$ cat config.mk
export PLATFORM = sky130hd
export DESIGN_NAME = ir_receiver_sm
export DESIGN_NICKNAME = d
export VERILOG_FILES = /design/src/rtl/ir_receiver_sm.sv
export SDC_FILE = /design/constraint.sdc
export NUM_CORES = 1
export LEC_CHECK = 0
export ABC_CLOCK_PERIOD_IN_PS = 5800
export BUFFER_PORTS_ARGS = -buffer_cell sky130_fd_sc_hd__buf_2
export CAP_MARGIN = 30
export CORE_AREA = 2 2 82 84
export DETAILED_ROUTE_END_ITERATION = 6
export DIE_AREA = 0 0 84 86
export MAX_ROUTING_LAYER = met4
export PLACE_DENSITY = 0.52
export SLEW_MARGIN = 20
export SYNTH_ARGS = -nofsm -noshare
export SYNTH_HDL_FRONTEND = slang
export SYNTH_SLANG_ARGS = --single-unit
$ cat constraint.sdc
create_clock -name CLK -period 5.8 [get_ports CLK]
set_input_delay 0 -clock CLK [delete_from_list [all_inputs] [get_ports CLK]]
set_output_delay 0 -clock CLK [all_outputs]
set_load 0.05 [all_outputs]
$ cat src/rtl/ir_receiver_sm.sv
// rtl/ir_receiver_sm.sv - IR car-control packet decoder: burst pulse counting, gap timing, command recovery.
module ir_receiver_sm #(
    parameter int CARRIER_PERIOD = 2667,
    parameter int SILENCE_END    = 2 * CARRIER_PERIOD,
    parameter int GAP_MAX        = 60 * CARRIER_PERIOD,
    parameter int START_MIN      = 70,
    parameter int START_MAX      = 106,
    parameter int SEL_MIN        = 15,
    parameter int SEL_MAX        = 32,
    parameter int ASSERT_MIN     = 33,
    parameter int ASSERT_MAX     = 60
) (
    input  logic       CLK,
    input  logic       RESET,
    input  logic       IR_IN,
    output logic [3:0] COMMAND_OUT,
    output logic       PACKET_VALID,
    output logic       PACKET_ERROR,
    output logic       BUSY
);

    typedef enum logic [1:0] {
        WAIT_START,
        WAIT_SEL,
        WAIT_BIT
    } state_t;

    localparam logic [17:0] SIL_END   = 18'(SILENCE_END);
    localparam logic [17:0] GAP_LIMIT = 18'(GAP_MAX);
    localparam logic [17:0] SIL_SAT   = 18'h3FFFF;

    state_t      state;
    logic        sync1, sync2, sync3;
    logic        ir_edge;
    logic [7:0]  pulse_cnt;
    logic [17:0] silence_cnt;
    logic        burst_active;
    logic [1:0]  bit_idx;
    logic [3:0]  shadow;

    logic rise;
    logic burst_end;
    logic watchdog;
    logic is_start, is_sel, is_assert;

    // Saturated count (255) never lands in a window, even if a window is widened.
    function automatic logic in_window(input logic [7:0] cnt, input int lo, input int hi);
        return (cnt != 8'hFF) && (int'(cnt) >= lo) && (int'(cnt) <= hi);
    endfunction

    // Silence is cleared from the same pre-edge term as ir_edge, so it reads 0 in the edge cycle.
    assign rise      = sync2 & ~sync3;
    assign burst_end = burst_active && (silence_cnt == SIL_END);
    assign watchdog  = (state != WAIT_START) && (silence_cnt == GAP_LIMIT);
    assign is_start  = in_window(pulse_cnt, START_MIN, START_MAX);
    assign is_sel    = in_window(pulse_cnt, SEL_MIN, SEL_MAX);
    assign is_assert = in_window(pulse_cnt, ASSERT_MIN, ASSERT_MAX);

    always_ff @(posedge CLK) begin
        if (RESET) begin
            state        <= WAIT_START;
            sync1        <= 1'b0;
            sync2        <= 1'b0;
            sync3        <= 1'b0;
            ir_edge      <= 1'b0;
            pulse_cnt    <= 8'd0;
            silence_cnt  <= 18'd0;
            burst_active <= 1'b0;
            bit_idx      <= 2'd0;
            shadow       <= 4'd0;
            COMMAND_OUT  <= 4'd0;
            PACKET_VALID <= 1'b0;
            PACKET_ERROR <= 1'b0;
            BUSY         <= 1'b0;
        end else begin
            sync1   <= IR_IN;
            sync2   <= sync1;
            sync3   <= sync2;
            ir_edge <= rise;

            if (rise)
                silence_cnt <= 18'd0;
            else if (silence_cnt != SIL_SAT)
                silence_cnt <= silence_cnt + 18'd1;

            if (burst_end)
                pulse_cnt <= 8'd0;
            else if (ir_edge && pulse_cnt != 8'hFF)
                pulse_cnt <= pulse_cnt + 8'd1;

            if (ir_edge)
                burst_active <= 1'b1;
            else if (burst_end)
                burst_active <= 1'b0;

            PACKET_VALID <= 1'b0;
            PACKET_ERROR <= 1'b0;

            case (state)
                WAIT_START: begin
                    if (burst_end && is_start) begin
                        state <= WAIT_SEL;
                        BUSY  <= 1'b1;
                    end
                end
                WAIT_SEL: begin
                    if (watchdog || (burst_end && !is_sel)) begin
                        PACKET_ERROR <= 1'b1;
                        state        <= WAIT_START;
                        BUSY         <= 1'b0;
                    end else if (burst_end) begin
                        bit_idx <= 2'd0;
                        state   <= WAIT_BIT;
                    end
                end
                WAIT_BIT: begin
                    if (watchdog || (burst_end && !is_sel && !is_assert)) begin
                        PACKET_ERROR <= 1'b1;
                        state        <= WAIT_START;
                        BUSY         <= 1'b0;
                    end else if (burst_end) begin
                        shadow[bit_idx] <= is_assert;
                        if (bit_idx == 2'd3) begin
                            COMMAND_OUT  <= {is_assert, shadow[2:0]};
                            PACKET_VALID <= 1'b1;
                            state        <= WAIT_START;
                            BUSY         <= 1'b0;
                        end else begin
                            bit_idx <= bit_idx + 2'd1;
                        end
                    end
                end
                default: begin
                    state <= WAIT_START;
                    BUSY  <= 1'b0;
                end
            endcase
        end
    end

endmodule
Word-level counts from Yosys, hierarchy flattened
Index checks and enable logic that the tools add are counted.
Word-level totals
  output and inout port bits: 7
  register bits: 46
  word-level logic and storage cells: 104
Cells by class
  reduce and logical (&&, ||, !) cells: 29
  add/subtract/negate cells: 3
  mux-type cells: 28
  bitwise gates (word level): 5
  magnitude comparators: 8
  equality and inequality tests: 17
Operators with widths (number)
  $mux W2: 11
  $add A18 B1 Y18 const B: 1
  $eq A18 B13 Y1 const B: 1
  $eq A18 B18 Y1 const B: 1
  $ne A18 B18 Y1 const B: 1
  $le A8 B6 Y1 const B: 2
  $ne A2 B2 Y1 const B: 7
  $logic_and A1 B1 Y1: 13
  $reduce_and A4 Y1: 3
  $mux W1: 11
  $ne A3 B3 Y1 const B: 3
  $add A8 B1 Y8 const B: 1
  $ge A8 B4 Y1 const B: 1
  $ge A8 B6 Y1 const B: 1
  $ge A8 B7 Y1 const B: 1
  $le A8 B7 Y1 const B: 1
  $ne A8 B8 Y1 const B: 1
  $pmux W2 S3: 1
  $reduce_and A6 Y1: 1
  $reduce_bool A2 Y1: 3
  $bwmux W4: 1
  $eq A2 B2 Y1 const B: 2
  $not A1 Y1: 4
  $pmux W2 S2: 1
  other kinds (14): 17

Depth between registers and ports, before layout
Gate-level depths: netlist of the first run.
  depth in word-level cells: 9
  gate-level depth with buffers: 8
  mapped depth without buffers: 8

Least setup slack after synthesis of the first run
Ideal clock, no wire load.
  kind: register to register
  from: reg silence_cnt[0]
  to: reg BUSY
  setup time: 0.123 ns
  cell stages (with the launch flop): 9
  setup slack: 3.391 ns
  data required time: 5.677 ns
  buffers on the path: 0
  data arrival time: 2.286 ns
  cell sequence: dfxtp_1 -> inv_1 -> ha_1 -> or4b_1 -> nor4_4 -> nand3_4 -> a211oi_1 -> o221a_2 -> mux2_1
Between the ends
  cells in the longest elaborated chain, start to end: 7
  elaborated cells on any way between the ends: 16
RTL lines
  start: declaration: line 36  | logic [17:0] silence_cnt;
  start signal: assignment: line 84  | silence_cnt <= silence_cnt + 18'd1;
  $eq A18 B13 Y1: line 53  | assign burst_end = burst_active && (silence_cnt == SIL_END);
  $logic_and A1 B1 Y1: line 53
  $logic_and A1 B1 Y1: line 107, 117
  $logic_and A1 B1 Y1: line 117  | if (watchdog || (burst_end && !is_sel && !is_assert)) begin
  $logic_or A1 B1 Y1: line 117
  $ne A3 B3 Y1 (no line) or $mux W1 (tied branches)
  $reduce_and A4 Y1 (no line) or $pmux W1 S3 (tied branches)
  end signal: assignment: line 120  | BUSY <= 1'b0;
  end signal: assignment: line 127  | BUSY <= 1'b0;
  end signal: assignment: line 135  | BUSY <= 1'b0;
  end: declaration: line 19  | output logic BUSY
Several ways; a longest one is shown, not always the timed one.
A chain may end at the register's enable or synchronous reset.

Final worst setup path of the first run
Ends and elaborated chain as after synthesis.

==> flow_summary.json, run 1 <==
{
  "arrival_ns": 2.88,
  "min_from": "RESET",
  "r2r-start": "silence_cnt[0]$_SDFFE_PP0P_",
  "area_growth_pct": 7.04,
  "critPathLaunchType": "flip-flop",
  "wirelength_mm": 4.82,
  "synthArstFlopShare_pct": 0,
  "maxCapViolCount": 0,
  "diodes": 0,
  "clk_latency_ns": 0.30,
  "synth_top_area_cell": "dfxtp_1",
  "drt_iter0_drc": 75,
  "grt_usage_pct": 14.8,
  "grt_pass1_wl_mm": 8.47,
  "final_cell_area_um2": 2630,
  "h-tree-depth": 2,
  "via_count": 1886,
  "overflow": 0,
  "p_per_area_nw_per_um2": 226,
  "syn-num-nets": 295,
  "initial_core_util_pct": 39.1,
  "viasPerCell": 5.20,
  "critPathLaunch": "silence_cnt[0]$_SDFFE_PP0P_",
  "setup_slack_ns": 3.11,
  "final_cell_mix": "dfxtp_1 (45), nor2_1 (38), nand2_1 (17), inv_1 (15), ha_1 (15)",
  "clk_path_buf_depth": 2,
  "fin_nets": 303,
  "synth.cell_area_um2": 2450,
  "tns_ns": 0,
  "dp_slack_ns": 3.11,
  "cts_tree": "done",
  "die_area_um2": 7220,
  "hold_class": "in2reg",
  "cts-root-buf": "clkbuf_8",
  "synthMuxAreaShare_pct": 4.13,
  "synth_compound_area_share_pct": 11.3,
  "end_kind": "flip-flop",
  "synth_fa_ha_area_share_pct": 7.65,
  "post-route-period-util_pct": 46.4,
  "power_frac_clock_pct": 32.0,
  "power_leakage_nw": 0.957,
  "status": "complete, no violations",
  "fin_util_pct": 41.8,
  "grt_setup_unrepaired": "no",
  "seq_area_frac_synth_pct": 36.7,
  "seq_power_share_pct": 54.6,
  "dpl.hpwl_mm": 3.46,
  "synth.distinct_cells": 58,
  "syn_area_per_cell_um2": 8.86,
  "synthCells": 277,
  "path_clk_slew_ns": 0.09,
  "setup_violations": 0,
  "crit_type": "reg2reg",
  "first_pass_iters": 4,
  "finalMaxSlewViolations": 0,
  "clock_skew_ns": 0.00860,
  "clock.fmax_mhz": 371,
  "ir_drop_mv": 0.106,
  "finalHoldViolCount": 0,
  "yosys.area_share.simple_pct": 28.4,
  "routabilityCongestion": 0.760,
  "cts_buffers": 5,
  "synth_flop_cell": "dfxtp_1",
  "core_um2": 6280,
  "power_switching_uw": 157,
  "synth_edf_count": 0,
  "dpl-instance-area_um2": 2530,
  "grt_max_degree": 24,
  "grt_pass1_vias": 1772,
  "layout_commonest_cell": "dfxtp_1",
  "ctsHoldBuffers": 1,
  "wl_per_cell_um": 13.3,
  "p_total_uw": 594,
  "ys_warn_count": 0,
  "drtAntennaViolNets": 0,
  "synth_top_area_share_pct": 36.7,
  "synth_top_family_by_area": "simple AND/OR/NAND/NOR gates",
  "switching_share_pct": 26.5,
  "fin_crit_ns": 2.69,
  "numPortBuffers": 9,
  "ios": 10,
  "critPathRequiredTime_ns": 5.99,
  "p_comb_share_pct": 13.4,
  "worstPathMaxFanout": 6,
  "rows": 29,
  "synthXorXnorAreaFrac_pct": 6.78,
  "drive_gt1_share_pct": 9.79,
  "cts_sinks": 45,
  "antenna_found_initial": 0,
  "n_fill_cell": 633,
  "slew_headroom_pct": 51.5,
  "fp.dieH_um": 86,
  "postCtsSetupRepairBufs": 0,
  "synth_seq_cells": 45,
  "synth_area_leaders": "dfxtp_1 (37%), ha_1 (7.6%), nor2_1 (5.8%)",
  "worstMarginPinSlew_ns": 0.722,
  "drc": 0,
  "ctsResizeCount": 0,
  "intPower_uw": 437,
  "fp.dieW_um": 84
}
[stage by stage]
stage | std cells | hold slack, ns
2_1_floorplan | 277 | 0.0791
3_3_place_gp | 352 | 0.234
3_5_place_dp | 353 | 0.232
4_1_cts | 362 | 0.102
5_1_grt | 363 | 0.129
6_report | 363 | 0.0952
[registers in the layout, indices dropped and copies added (netlist names)]
name and count:
silence_cnt 18, PACKET_ERROR 1, COMMAND_OUT 4, BUSY 1, sync1 1, pulse_cnt 8, ir_edge 1, sync3 1
sync2 1, burst_active 1, bit_idx 2, PACKET_VALID 1, state 2, shadow 3
[metal layers]
layer | GRT usage [%] | part of all wire, % | vias up | wire, um
li1 | - | - | 983 | -
met1 | 18.4 | 50 | 886 | 2430
met2 | 23.9 | 46 | 10 | 2230
met3 | 2.89 | 1.7 | 7 | 83
met4 | 5.28 | 1.5 | 0 | 72
met5 | - | 0 | - | 0
[kinds of logic after synthesis]
| kind of cell | count (synthesis) |
|---|---|
| buffers and inverters | 26 |
| muxes | 10 |
| DFF | 45 |
| xor gates and xnor gates | 19 |
| and+or+nand+nor | 124 |
| AOI/OAI and AO/OA | 38 |
| adders and majority gates | 15 |
[final timing paths]
check	slack, ns	end	cells past startpoint
min reg2reg	0.45	sync2$_SDFF_PP0_	1
max reg2reg	3.11	BUSY$_SDFFE_PP0P_	8
min	0.1	burst_active$_SDFFE_PP0P_	2
max	3.11	BUSY$_SDFFE_PP0P_	8
[power by group through the flow]
stage	combinational, mW	sequential [mW]	clock (mW)
5_1_grt	0.0878	0.325	0.211
6_report	0.0796	0.324	0.190
3_3_place_gp	0.0796	0.331	0
2_1_floorplan	0.0629	0.334	0
4_1_cts	0.0809	0.324	0.198
3_5_place_dp	0.0797	0.331	0
[worst max-delay path, cell delays in order (launching register included)]
cell	delay, ns
dfxtp_1	0.34
inv_1	0.12
ha_1	0.16
or4b_1	0.48
nor4_4	0.40
nand3_4	0.16
a211oi_1	0.31
o221a_2	0.29
mux2_1	0.32
[area by class of cell]
cell class	instances	area, um2	share of cell area [%]
clock buffers	8	80.1	3.05
flip-flops and latches	45	901	34.3
repair buffers	12	63.8	2.43
inverters	15	56.3	2.14
well taps	77	96.3	3.67
multi-input cells	206	1430	54.4
[cells in the mapped netlist (8+ instances only)]
cell type  count
inv_1         15
nor3_1        10
ha_1          15
dfxtp_1       45
xnor2_1        8
a21oi_1        9
nand2_1       17
xor2_1        11
mux2i_1        9
nand3_1       10
nand4_1       10
nor2_1        38
Note: power is estimated with default switching activity, not from simulation.
==> run 2: changes to the inputs <==
- ABC_AREA: default -> 1
- ABC_CLOCK_PERIOD_IN_PS: 5800 -> 2200
- CORE_AREA: 2 2 82 84 -> 2 2 87 89
- DIE_AREA: 0 0 84 86 -> 0 0 89 91
- PLACE_DENSITY: 0.52 -> 0.54
- clock period: 5.8 -> 2.2 ns (I/O delays scaled with it)
==> run 2 against run 1 <==
Effect of this change: clock power rose to 3.9 times the previous value; non-clock buffer count rose by 2; utilization is 1.4 points higher; critical path type unchanged; critical endpoint is now COMMAND_OUT[0]$_SDFFE_PP0P_; highest routed layer unchanged.
==> flow_summary.json, run 2 <==
{
  "status": "complete, no violations",
  "synthCells": 395,
  "layout_commonest_cell": "nand2_1",
  "synth_area_leaders": "dfxtp_1 (32%), nand2_1 (9.7%), nor2_1 (7.8%)",
  "synth_flop_cell": "dfxtp_1",
  "cts_tree": "done",
  "maxCapViolCount": 0,
  "drc": 0,
  "postCtsSetupRepairBufs": 0,
  "clk_path_buf_depth": 2,
  "area_growth_pct": 10.9,
  "p_total_mw": 1.64,
  "hold_class": "reg2reg",
  "wl_per_cell_um": 11.6,
  "slew_headroom_pct": 69.2,
  "die_area_um2": 8100,
  "worstPathMaxFanout": 9,
  "synth_top_area_cell": "dfxtp_1",
  "grt_pass1_wl_mm": 10.5,
  "viasPerCell": 4.68,
  "hold_depth": 2,
  "fin_nets": 426,
  "via_count": 2377,
  "tns_ns": 0,
  "critPathRequiredTime_ns": 2.40,
  "rows": 31,
  "synth.distinct_cells": 38,
  "yosys-top-cells-count": "nand2_1 (72), nor2_1 (58), inv_1 (57)",
  "clock_skew_ns": 0.00932,
  "critPathLaunchType": "flip-flop",
  "r2r_slack_ns": 0.37,
  "largest_reg_flops": 18,
  "grt_max_degree": 15,
  "p_per_area_nw_per_um2": 530,
  "post-route-period-util_pct": 83.0,
  "ir_drop_mv": 0.304,
  "cp_common_cell": "nor2_1",
  "grt_usage_pct": 16.6,
  "diodes": 0,
  "cts-root-buf": "clkbuf_8",
  "ctsHoldBuffers": 3,
  "grt_pass1_vias": 2292,
  "ys_warn_count": 0,
  "fp.dieH_um": 91,
  "grt_setup_unrepaired": "no",
  "setup_violations": 0,
  "syn-num-nets": 413,
  "arrival_ns": 2.02,
  "overflow": 0,
  "cts_buffers": 5,
  "first_pass_iters": 4,
  "routabilityCongestion": 0.902,
  "drive_gt1_share_pct": 15.6,
  "finalMaxSlewViolations": 0,
  "core_um2": 7140,
  "clk_latency_ns": 0.30,
  "wirelength_mm": 5.90,
  "clock.fmax_mhz": 548,
  "finalHoldViolCount": 0,
  "worstMarginPinSlew_ns": 0.462,
  "seq_area_frac_synth_pct": 32.4,
  "synth.cell_area_um2": 2780,
  "slowest_delay_ns": 0.45,
  "rr_worst_depth": 10,
  "fp.dieW_um": 89,
  "synthArstFlopShare_pct": 0,
  "final_cell_mix": "nand2_1 (72), nor2_1 (58), inv_1 (57), dfxtp_1 (45), nand3_1 (29)",
  "power_leakage_nw": 1.31,
  "syn_area_per_cell_um2": 7.04,
  "dpl.hpwl_mm": 4.57,
  "reg_top3": "silence_cnt x18, pulse_cnt x8, COMMAND_OUT x4",
  "synth_edf_count": 0,
  "top_register": "silence_cnt",
  "numPortBuffers": 9,
  "ctsResizeCount": 0,
  "fin_crit_ns": 1.83,
  "crit_type": "reg2reg",
  "ios": 10,
  "synth_seq_cells": 45,
  "path_clk_slew_ns": 0.09,
  "synth_top_area_share_pct": 32.4,
  "synth.most_common_cell": "nand2_1",
  "cts_sinks": 45,
  "critical_path.slowest_cell": "dfxtp_1",
  "end_kind": "flip-flop",
  "antenna_found_initial": 0,
  "h-tree-depth": 2,
  "initial_core_util_pct": 39.0,
  "crit_chain": "inv_1 > ha_1 > nand4_1 > nand2_1 > nor2_4 > nand2_2 > nand3_4 > nand4_4 > nor2_1 > nor2_1",
  "drtAntennaViolNets": 0,
  "drt_iter0_drc": 86
}
[run 2: stage by stage]
step	hold WS (ns)	std cells	setup slack, ns	instance area, um2	util (%)
floorplan	0.107	395	0.598	2780	-
CTS	0.418	508	0.345	3080	43.2
global route	0.450	508	0.149	3080	43.2
global placement	0.211	497	0.404	2920	40.9
detailed placement	0.212	497	0.363	2920	40.9
finish	0.410	508	0.374	3080	43.2
[run 2: power breakdown]
part	leakage (nW)	internal [mW]	switching [mW]
sequential	0.364	0.822	0.00888
clock	0.0681	0.451	0.298
combinational	0.881	0.0214	0.0335
[run 2: logic make-up (layout without fill, tap and decap cells)]
group | Yosys count | after routing | synth area share (%)
compound gates | 31 | 31 | 6.80
xor+xnor | 12 | 12 | 3.78
fa+ha+maj | 15 | 15 | 6.75
buf+inv | 73 | 87 | 10.4
flops | 45 | 45 | 32.4
simple gates | 219 | 219 | 39.9
[run 2: metal layers]
layer	wire length [um]	up-vias	GRT usage, %
met3	150	10	3.00
li1	-	1274	-
met1	3000	1066	22.4
met2	2630	27	25.0
met5	0	-	-
met4	119	0	5.35
[run 2: area by class of cell]
cell class / count / area (um2)
Clock inverter: 3 / 65.1
Tap cell: 99 / 124
Timing Repair Buffer: 14 / 90.1
Sequential cell: 45 / 901
Multi-Input combinational cell: 277 / 1590
Inverter: 65 / 245
Fill cell: 777 / 4050
Clock buffer: 5 / 68.8
[run 2: critical path: cells and delay by family, from the launching register on]
family / cells / cell delay, ns
adders and majority gates: 1 / 0.21
buffers and inverters: 1 / 0.13
DFF: 1 / 0.45
and+or+nand+nor: 8 / 0.91
[run 2: worst paths after layout]
check | start | to
setup reg to reg | pulse_cnt[0]$_SDFFE_PP0P_ | COMMAND_OUT[0]$_SDFFE_PP0P_
setup / recovery | pulse_cnt[0]$_SDFFE_PP0P_ | COMMAND_OUT[0]$_SDFFE_PP0P_
hold / removal | sync1$_SDFF_PP0_ | sync2$_SDFF_PP0_
hold reg to reg | sync1$_SDFF_PP0_ | sync2$_SDFF_PP0_
